File: src/rtl/note_scheduler_pkg.sv
// Shared constants and types for the rhythm-game note scheduler.
// Holds the pool geometry, the lane and control keycodes, the FSM state
// encoding and the chart ROM word layout.
package note_scheduler_pkg;

    localparam int unsigned N_SLOTS     = 8;
    localparam int unsigned SLOT_IDX_W  = $clog2(N_SLOTS);
    localparam int unsigned N_LANES     = 4;
    localparam int unsigned LANE_W      = 2;
    localparam int unsigned Y_W         = 10;
    localparam int unsigned NOTE_H      = 40;
    localparam int unsigned Y_START     = 100;
    localparam int unsigned Y_MAX       = 400;
    localparam int unsigned HIT_LO      = 340;
    localparam int unsigned SPEED       = 1;
    localparam int unsigned CHART_AW    = 8;
    localparam int unsigned CHART_DW    = 16;
    localparam int unsigned DELAY_W     = 12;
    localparam int unsigned CNT_W       = 16;
    localparam int unsigned COMBO_W     = 8;
    localparam int unsigned KEY_W       = 8;

    localparam logic [KEY_W-1:0] KEY_L       = 8'h50;
    localparam logic [KEY_W-1:0] KEY_D       = 8'h51;
    localparam logic [KEY_W-1:0] KEY_U       = 8'h52;
    localparam logic [KEY_W-1:0] KEY_R       = 8'h4F;
    localparam logic [KEY_W-1:0] START_KEY   = 8'h2C;
    localparam logic [KEY_W-1:0] RESTART_KEY = 8'h01;

    typedef logic [1:0] sched_state_t;
    localparam sched_state_t ST_IDLE  = 2'd0;
    localparam sched_state_t ST_FETCH = 2'd1;
    localparam sched_state_t ST_PLAY  = 2'd2;
    localparam sched_state_t ST_DONE  = 2'd3;

    typedef struct packed {
        logic                evt_end;
        logic                rsvd;
        logic [LANE_W-1:0]   lane;
        logic [DELAY_W-1:0]  delay;
    } chart_evt_t;

    // Keycode that presses a given lane (0=L 1=D 2=U 3=R).
    function automatic logic [KEY_W-1:0] lane_key(input logic [LANE_W-1:0] lane);
        case (lane)
            2'd0:    lane_key = KEY_L;
            2'd1:    lane_key = KEY_D;
            2'd2:    lane_key = KEY_U;
            default: lane_key = KEY_R;
        endcase
    endfunction

endpackage

File: src/rtl/note_scheduler_note_slot.sv
// One entry of the on-screen note pool.
// Ports: clk_i/reset_i (sync, active-high); clear_i empties the slot;
// spawn_i loads lane_i at Y_START into an empty slot; free_i retires an
// active note; move_i advances it by SPEED. active_o/lane_o/y_o are the
// registered slot contents; in_window_c_o and at_miss_c_o are
// combinational judgements of the current position.
module note_scheduler_note_slot
    import note_scheduler_pkg::*;
(
    input  logic              clk_i,
    input  logic              reset_i,
    input  logic              clear_i,
    input  logic              spawn_i,
    input  logic              free_i,
    input  logic              move_i,
    input  logic [LANE_W-1:0] lane_i,
    output logic              active_o,
    output logic [LANE_W-1:0] lane_o,
    output logic [Y_W-1:0]    y_o,
    output logic              in_window_c_o,
    output logic              at_miss_c_o
);

    // Thresholds on the sprite top: bottom edge is Y + NOTE_H.
    localparam logic [Y_W-1:0] HIT_Y  = Y_W'(HIT_LO - NOTE_H);
    localparam logic [Y_W-1:0] MISS_Y = Y_W'(Y_MAX - NOTE_H);

    logic              active_q, active_d;
    logic [LANE_W-1:0] lane_q, lane_d;
    logic [Y_W-1:0]    y_q, y_d;

    // Next slot contents; free has priority over move.
    always_comb begin
        active_d = active_q;
        lane_d   = lane_q;
        y_d      = y_q;
        if (clear_i) begin
            active_d = 1'b0;
            lane_d   = '0;
            y_d      = '0;
        end else if (spawn_i && !active_q) begin
            active_d = 1'b1;
            lane_d   = lane_i;
            y_d      = Y_W'(Y_START);
        end else if (active_q && free_i) begin
            active_d = 1'b0;
        end else if (active_q && move_i) begin
            y_d = y_q + Y_W'(SPEED);
        end
    end

    always_ff @(posedge clk_i) begin
        if (reset_i) begin
            active_q <= 1'b0;
            lane_q   <= '0;
            y_q      <= '0;
        end else begin
            active_q <= active_d;
            lane_q   <= lane_d;
            y_q      <= y_d;
        end
    end

    assign active_o      = active_q;
    assign lane_o        = lane_q;
    assign y_o           = y_q;
    assign in_window_c_o = active_q && (y_q >= HIT_Y) && (y_q < MISS_Y);
    assign at_miss_c_o   = active_q && (y_q >= MISS_Y);

endmodule

File: src/rtl/note_scheduler.sv
// Rhythm-game note scheduler: walks a chart ROM of {lane, delay} events,
// spawns notes into a pool of N_SLOTS slots, moves them each frame and
// judges lane keypresses as hits or misses.
// Ports: frame_clk_i/reset_i (sync, active-high); keycode_i and
// keycode_second_i are the two USB keycodes; chart_addr_o/chart_data_i
// access the chart ROM; slot_active_o/slot_lane_o/slot_y_o expose the pool
// to the sprite mapper; hit_count_o/miss_count_o/combo_o are the score
// totals; busy_o is high in FETCH/PLAY, done_o in DONE.
module note_scheduler
    import note_scheduler_pkg::*;
(
    input  logic                      frame_clk_i,
    input  logic                      reset_i,
    input  logic [KEY_W-1:0]          keycode_i,
    input  logic [KEY_W-1:0]          keycode_second_i,
    output logic [CHART_AW-1:0]       chart_addr_o,
    input  logic [CHART_DW-1:0]       chart_data_i,
    output logic [N_SLOTS-1:0]        slot_active_o,
    output logic [LANE_W*N_SLOTS-1:0] slot_lane_o,
    output logic [Y_W*N_SLOTS-1:0]    slot_y_o,
    output logic [CNT_W-1:0]          hit_count_o,
    output logic [CNT_W-1:0]          miss_count_o,
    output logic [COMBO_W-1:0]        combo_o,
    output logic                      busy_o,
    output logic                      done_o
);

    localparam int unsigned CNT_SUM_W   = CNT_W + 1;
    localparam int unsigned COMBO_SUM_W = COMBO_W + 1;

    sched_state_t          state_q, state_d;
    logic [CHART_AW-1:0]   chart_addr_q, chart_addr_d;
    logic [DELAY_W-1:0]    countdown_q, countdown_d;
    logic [LANE_W-1:0]     next_lane_q, next_lane_d;
    logic                  chart_end_q, chart_end_d;
    logic [N_LANES-1:0]    pressed_q, pressed_c, press_edge_c;
    logic [CNT_W-1:0]      hit_q, hit_d, miss_q, miss_d;
    logic [COMBO_W-1:0]    combo_q, combo_d;
    logic                  busy_q, busy_d, done_q, done_d;

    logic [N_SLOTS-1:0]    slot_active, in_win, at_miss;
    logic [LANE_W-1:0]     slot_lane [N_SLOTS];
    logic [Y_W-1:0]        slot_y    [N_SLOTS];
    logic [N_SLOTS-1:0]    slot_spawn, slot_free, hit_free;
    logic                  slot_clear, slot_move, clear_cnt, drop;
    logic [3:0]            miss_inc, miss_pop;
    logic [2:0]            hit_inc, hit_cnt;
    logic                  free_found;
    logic [SLOT_IDX_W-1:0] free_idx;
    logic                  sel_found;
    logic [SLOT_IDX_W-1:0] sel_idx;
    logic [Y_W-1:0]        sel_y;
    logic [CNT_SUM_W-1:0]  hit_sum, miss_sum;
    logic [COMBO_SUM_W-1:0] combo_sum;

    chart_evt_t evt_c;
    logic       unused_rsvd;
    assign evt_c       = chart_evt_t'(chart_data_i);
    assign unused_rsvd = evt_c.rsvd;

    // Note pool.
    for (genvar g = 0; g < N_SLOTS; g++) begin : g_slot
        note_scheduler_note_slot u_slot (
            .clk_i         (frame_clk_i),
            .reset_i       (reset_i),
            .clear_i       (slot_clear),
            .spawn_i       (slot_spawn[g]),
            .free_i        (slot_free[g]),
            .move_i        (slot_move),
            .lane_i        (next_lane_q),
            .active_o      (slot_active[g]),
            .lane_o        (slot_lane[g]),
            .y_o           (slot_y[g]),
            .in_window_c_o (in_win[g]),
            .at_miss_c_o   (at_miss[g])
        );
        assign slot_lane_o[LANE_W*g +: LANE_W] = slot_lane[g];
        assign slot_y_o[Y_W*g +: Y_W]          = slot_y[g];
    end

    // Lane press detection from either keycode; only rising edges judge.
    always_comb begin
        pressed_c = '0;
        for (int l = 0; l < N_LANES; l++) begin
            pressed_c[l] = (keycode_i == lane_key(LANE_W'(l))) ||
                           (keycode_second_i == lane_key(LANE_W'(l)));
        end
        press_edge_c = pressed_c & ~pressed_q;
    end

    // Per-lane pick of the in-window note nearest the miss line (ties -> lowest index).
    always_comb begin
        hit_free  = '0;
        hit_cnt   = '0;
        sel_found = 1'b0;
        sel_idx   = '0;
        sel_y     = '0;
        for (int l = 0; l < N_LANES; l++) begin
            sel_found = 1'b0;
            sel_idx   = '0;
            sel_y     = '0;
            for (int i = 0; i < N_SLOTS; i++) begin
                if (in_win[i] && (slot_lane[i] == LANE_W'(l)) &&
                    (!sel_found || (slot_y[i] > sel_y))) begin
                    sel_found = 1'b1;
                    sel_idx   = SLOT_IDX_W'(i);
                    sel_y     = slot_y[i];
                end
            end
            if (press_edge_c[l] && sel_found) begin
                hit_free[sel_idx] = 1'b1;
                hit_cnt           = hit_cnt + 3'd1;
            end
        end
    end

    // Lowest-index empty slot and count of notes past the miss line.
    always_comb begin
        free_found = 1'b0;
        free_idx   = '0;
        miss_pop   = '0;
        for (int i = N_SLOTS - 1; i >= 0; i--) begin
            if (!slot_active[i]) begin
                free_found = 1'b1;
                free_idx   = SLOT_IDX_W'(i);
            end
            miss_pop = miss_pop + 4'(at_miss[i]);
        end
    end

    // Scheduler FSM next state and slot controls.
    always_comb begin
        state_d      = state_q;
        chart_addr_d = chart_addr_q;
        countdown_d  = countdown_q;
        next_lane_d  = next_lane_q;
        chart_end_d  = chart_end_q;
        slot_clear   = 1'b0;
        slot_spawn   = '0;
        slot_free    = '0;
        slot_move    = 1'b0;
        clear_cnt    = 1'b0;
        drop         = 1'b0;
        miss_inc     = '0;
        hit_inc      = '0;
        case (state_q)
            ST_IDLE: begin
                if (keycode_i == START_KEY) begin
                    state_d      = ST_FETCH;
                    slot_clear   = 1'b1;
                    clear_cnt    = 1'b1;
                    chart_end_d  = 1'b0;
                    countdown_d  = '0;
                    chart_addr_d = '0;
                end
            end
            ST_FETCH: begin
                next_lane_d = evt_c.lane;
                countdown_d = evt_c.delay;
                if (evt_c.evt_end) begin
                    chart_end_d = 1'b1;
                end
                state_d = ST_PLAY;
            end
            ST_PLAY: begin
                slot_free = at_miss | hit_free;
                slot_move = 1'b1;
                miss_inc  = miss_pop;
                hit_inc   = hit_cnt;
                if (chart_end_q && (slot_active == '0)) begin
                    state_d = ST_DONE;
                end else if (!chart_end_q) begin
                    if (countdown_q == '0) begin
                        if (free_found) begin
                            slot_spawn[free_idx] = 1'b1;
                        end else begin
                            drop = 1'b1;
                        end
                        chart_addr_d = chart_addr_q + CHART_AW'(1);
                        state_d      = ST_FETCH;
                    end else begin
                        countdown_d = countdown_q - DELAY_W'(1);
                    end
                end
            end
            default: begin
                if (keycode_i == RESTART_KEY) begin
                    state_d      = ST_IDLE;
                    chart_addr_d = '0;
                end
            end
        endcase
        busy_d = (state_d == ST_FETCH) || (state_d == ST_PLAY);
        done_d = (state_d == ST_DONE);
    end

    // Saturating score totals; any miss or dropped spawn breaks the combo.
    always_comb begin
        hit_sum   = {1'b0, hit_q} + CNT_SUM_W'(hit_inc);
        miss_sum  = {1'b0, miss_q} + CNT_SUM_W'(miss_inc) + CNT_SUM_W'(drop);
        combo_sum = {1'b0, combo_q} + COMBO_SUM_W'(hit_inc);
        hit_d     = hit_sum[CNT_W] ? '1 : hit_sum[CNT_W-1:0];
        miss_d    = miss_sum[CNT_W] ? '1 : miss_sum[CNT_W-1:0];
        combo_d   = combo_sum[COMBO_W] ? '1 : combo_sum[COMBO_W-1:0];
        if ((miss_inc != '0) || drop) begin
            combo_d = '0;
        end
        if (clear_cnt) begin
            hit_d   = '0;
            miss_d  = '0;
            combo_d = '0;
        end
    end

    always_ff @(posedge frame_clk_i) begin
        if (reset_i) begin
            state_q      <= ST_IDLE;
            chart_addr_q <= '0;
            countdown_q  <= '0;
            next_lane_q  <= '0;
            chart_end_q  <= 1'b0;
            pressed_q    <= '0;
            hit_q        <= '0;
            miss_q       <= '0;
            combo_q      <= '0;
            busy_q       <= 1'b0;
            done_q       <= 1'b0;
        end else begin
            state_q      <= state_d;
            chart_addr_q <= chart_addr_d;
            countdown_q  <= countdown_d;
            next_lane_q  <= next_lane_d;
            chart_end_q  <= chart_end_d;
            pressed_q    <= pressed_c;
            hit_q        <= hit_d;
            miss_q       <= miss_d;
            combo_q      <= combo_d;
            busy_q       <= busy_d;
            done_q       <= done_d;
        end
    end

    assign chart_addr_o  = chart_addr_q;
    assign slot_active_o = slot_active;
    assign hit_count_o   = hit_q;
    assign miss_count_o  = miss_q;
    assign combo_o       = combo_q;
    assign busy_o        = busy_q;
    assign done_o        = done_q;

endmodule
File: config.mk
export PLATFORM = sky130hd
export DESIGN_NAME = note_scheduler
export DESIGN_NICKNAME = d
export VERILOG_FILES = /design/src/rtl/note_scheduler_pkg.sv /design/src/rtl/note_scheduler_note_slot.sv /design/src/rtl/note_scheduler.sv
export SDC_FILE = /design/constraint.sdc
export NUM_CORES = 1
export LEC_CHECK = 0
export ABC_AREA = 0
export CORE_ASPECT_RATIO = 2
export CORE_UTILIZATION = 25
export DETAILED_ROUTE_END_ITERATION = 10
export PLACE_DENSITY = 0.51
export SYNTH_ARGS = -nofsm -noshare
export SYNTH_HDL_FRONTEND = slang
export SYNTH_HIERARCHICAL = 1
export SYNTH_SLANG_ARGS = --single-unit
export TNS_END_PERCENT = 10
File: constraint.sdc
create_clock -name frame_clk_i -period 19.62 [get_ports frame_clk_i]
set_clock_uncertainty 0.05 [all_clocks]
set_input_delay 2.943 -clock frame_clk_i [delete_from_list [all_inputs] [get_ports frame_clk_i]]
set_output_delay 2.943 -clock frame_clk_i [all_outputs]
set_load 0.02 [all_outputs]
==> summary.md <==
| Metric | Value |
|---|---|
| Status | completed |
| WHS Path Cells | 2 |
| Clk pin slew, worst setup/hold paths | about 0.080 ns |
| FF+latch count, synth | roughly 180 |
| Pwr Total | between 800 and 900 uW |
| Max-slew violations | 0 |
| Peak supply drop | between 0.00006 and 0.00007 V |
| Vias in the first global route | between 20000 and 25000 |
| Largest net degree at the start of global routing | 39 |
| Crit end category | register |
| Num CTS Buffers | 17 |
| Unrepaired setup endpoints after global routing | no |
| Crit-path max FO | 29 |
| First-pass GRT wire length | between 100000 and 150000 um |
| Multi-input gate area | about 0.016 sq mm |
| Max_cap viols | 0 |
| Starting Density | 0.253 |
| PD cells | between 30 and 40 mW/mm^2 |
| # port buffers | 186 |
| P&R area growth vs syn | 19.5% |
| CP bufs+invs | 4 |
| Die Y | a little over 400 um |
| Clock Path Buffers | 2 |
| Clock latency on the worst-skew pair | 0.51 ns |
| Number of flops mapped to enable cells by yosys | 0 |
| Root buf cell | clkbuf_16 |
| Register area | 0.00350 sq mm |
| Leakage | between 10 and 15 nW |
| Final Hold Fails | 0 |
| Min-Delay Path Class | register to register |
| WL/cell | ~23 um |
| H-tree levels | 4 |
| Most used cell, CP | ha_1 |
| Net count of the mapped netlist | ~3000 |
| Synth area leader | ha_1 |
| Clk sinks | around 180 |
| Critical path arrival | 18.69 ns |
| Distinct cells, synth | between 90 and 100 |
| WP data required | approximately 20 ns |
| Yosys top cell area share | 0.192 |
| Final nets | 3273 |
| Ys flop type | dfxtp_1 |
| Slew HR | 0.195 |
| Top delay family on crit path | compound AO/OA/AOI/OAI gates |
| Gr ovfl total | 0 |
| # fillers | ~9000 |
| Synth Instances | 2730 |
| Residual DRC | 0 |
| Maximum clock frequency | 54.5 MHz |
| Worst slew pin tran | 1.20 ns |
| Post-CTS Setup Inserts | 0 |
| CP peak stage delay | 0.83 ns |
| Commonest non-fill, non-tap cells in the layout | ha_1 (318), a21oi_1 (261), nand2_1 (260) |
| Async S/R FF share, synth | 0 |
| Commonest non-fill, non-tap cell in the layout | ha_1 |
| Die X | about 210 um |
| Ys Warns | 6 |
| Routability cong. | between 0.9 and 1 |
| Core area | just over 0.08 sq mm |
| R2R depth | between 60 and 70 |
| Fraction of the yosys area taken by sequential cells | 0.168 |
| Final wirelength | 93100 um |
| Mapped Area | between 0.02 and 0.025 sq mm |
| Initial antenna violation count | 1 |
| Row cnt | approximately 150 |
| Gr usage total | 0.220 |
| Syn Area/Cell | 7.63 sq um |
| DRT Pass-1 Iters | 5 |
| Die area | around 0.085 sq mm |
| Sum of negative setup slack | 0 ns |
| Final setup violation count | 0 |
| Fraction of layout cells with a size suffix above 1 | 0.0783 |
| Drt first-iter violations | 1250 |
| Kind of critical path | register to register |
| Antenna Cells | 0 |
| TritonCTS clock tree | yes |
| CP Launch Type | register |
| Synth area leaders | ha_1 (19%), dfxtp_1 (17%), a21oi_1 (6.3%) |
| I/O Pins | around 190 |
| Final Cycle Share | 0.936 |
| CP max stage cell | a311oi_1 |
| Antenna Nets Post-Route | 0 |
| Vias per cell | 5.62 |
| Final Critical Period | 18.36 ns |
| Total number of vias | between 20000 and 25000 |
| Levels on crit path | 63 |
| Dpl hpwl | 73800 um |
[through the flow]
stage / hold slack (ns) / setup slack [ns] / cells / cell area [sq um] / util
after floorplan: 0.406 / 4.17 / 2730 / 20800 / -
after global placement: 0.428 / 0.945 / 3950 / 24200 / 0.294
after detailed placement: 0.434 / 1.09 / 3950 / 24200 / 0.294
after CTS: 0.444 / 0.985 / 3982 / 24900 / 0.302
after global routing: 0.455 / 0.0347 / 3982 / 24900 / 0.302
final: 0.443 / 1.26 / 3982 / 24900 / 0.302
[layer usage]
metal / GRT usage / share of wire / routed length [um]
met2: 0.391 / 0.50 / 46700
met3: 0.0397 / 0.049 / 4520
met5: 0 / 0.00012 / 11
met4: 0.202 / 0.10 / 9310
met1: 0.211 / 0.35 / 32500
[power breakdown]
group | leakage [nW] | internal [mW] | switching (mW)
clock | 0.311 | 0.197 | 0.198
combinational | 8.36 | 0.0195 | 0.0385
sequential | 1.41 | 0.357 | 0.00373
[sequential cells by signal, summed over array words and instances, names as in the netlist, 8 cells and up]
signal	flops
hit_count_o	16
combo_o	8
chart_addr_o	8
g_slot.u_slot/y_o	80
countdown_q	12
g_slot.u_slot/active_o	8
g_slot.u_slot/lane_o	16
miss_count_o	16
[tightest hold or removal path: cells and delay by family (launching register included)]
kind,cells,cell delay [ns]
flip-flops,1,0.34
AND/OR/NAND/NOR,1,0.06
AO/OA/AOI/OAI,1,0.05
[Yosys cell counts (all sizes together), types with 21 or more instances]
master,n
or4,26
o21ai,141
xor2,31
nor3,46
and2,38
or2,21
o21a,37
xnor2,30
nor2,189
a22oi,31
a31oi,39
nand3b,36
nand2b,62
nand3,94
nor4,28
inv,114
ha,319
nand4,87
nor2b,29
buf,45
or3,46
dfxtp,175
a311oi,31
nand2,260
a211oi,68
clkbuf,70
a21oi,265
o31ai,32
a21o,90
[worst paths after layout]
kind,start,end,slack [ns]
setup / recovery,g_slot[0].u_slot/y_o[6]$_SDFFE_PP0P_,g_slot[3].u_slot/y_o[1]$_SDFFE_PP0P_,1.26
hold / removal,countdown_q[5]$_SDFFE_PP0P_,countdown_q[5]$_SDFFE_PP0P_,0.44
setup reg to reg,g_slot[0].u_slot/y_o[6]$_SDFFE_PP0P_,g_slot[3].u_slot/y_o[1]$_SDFFE_PP0P_,1.26
hold reg to reg,countdown_q[5]$_SDFFE_PP0P_,countdown_q[5]$_SDFFE_PP0P_,0.44
[what timing repair did]
item,CTS,global route
hold buffers,0,0
gates resized for setup,0,8
setup endpoints to repair,0,54
[cell type report]
class	instances	share of cell area
multi-input cells	2326	0.661
clock inverters	15	0.00839
well taps	1057	0.0531
inverters	114	0.0172
flip-flops and latches	175	0.141
clock buffers	17	0.0171
repair buffers	278	0.102
[logic make-up after synthesis]
| group | after synthesis | synth area share |
|---|---|---|
| xor+xnor | 61 | 0.0256 |
| flops | 175 | 0.168 |
| buf+inv | 229 | 0.0456 |
| fa+ha+maj | 327 | 0.199 |
| compound gates | 882 | 0.281 |
| simple gates | 1036 | 0.270 |
| mux | 20 | 0.0104 |
Power figures use the tool's default switching activity.
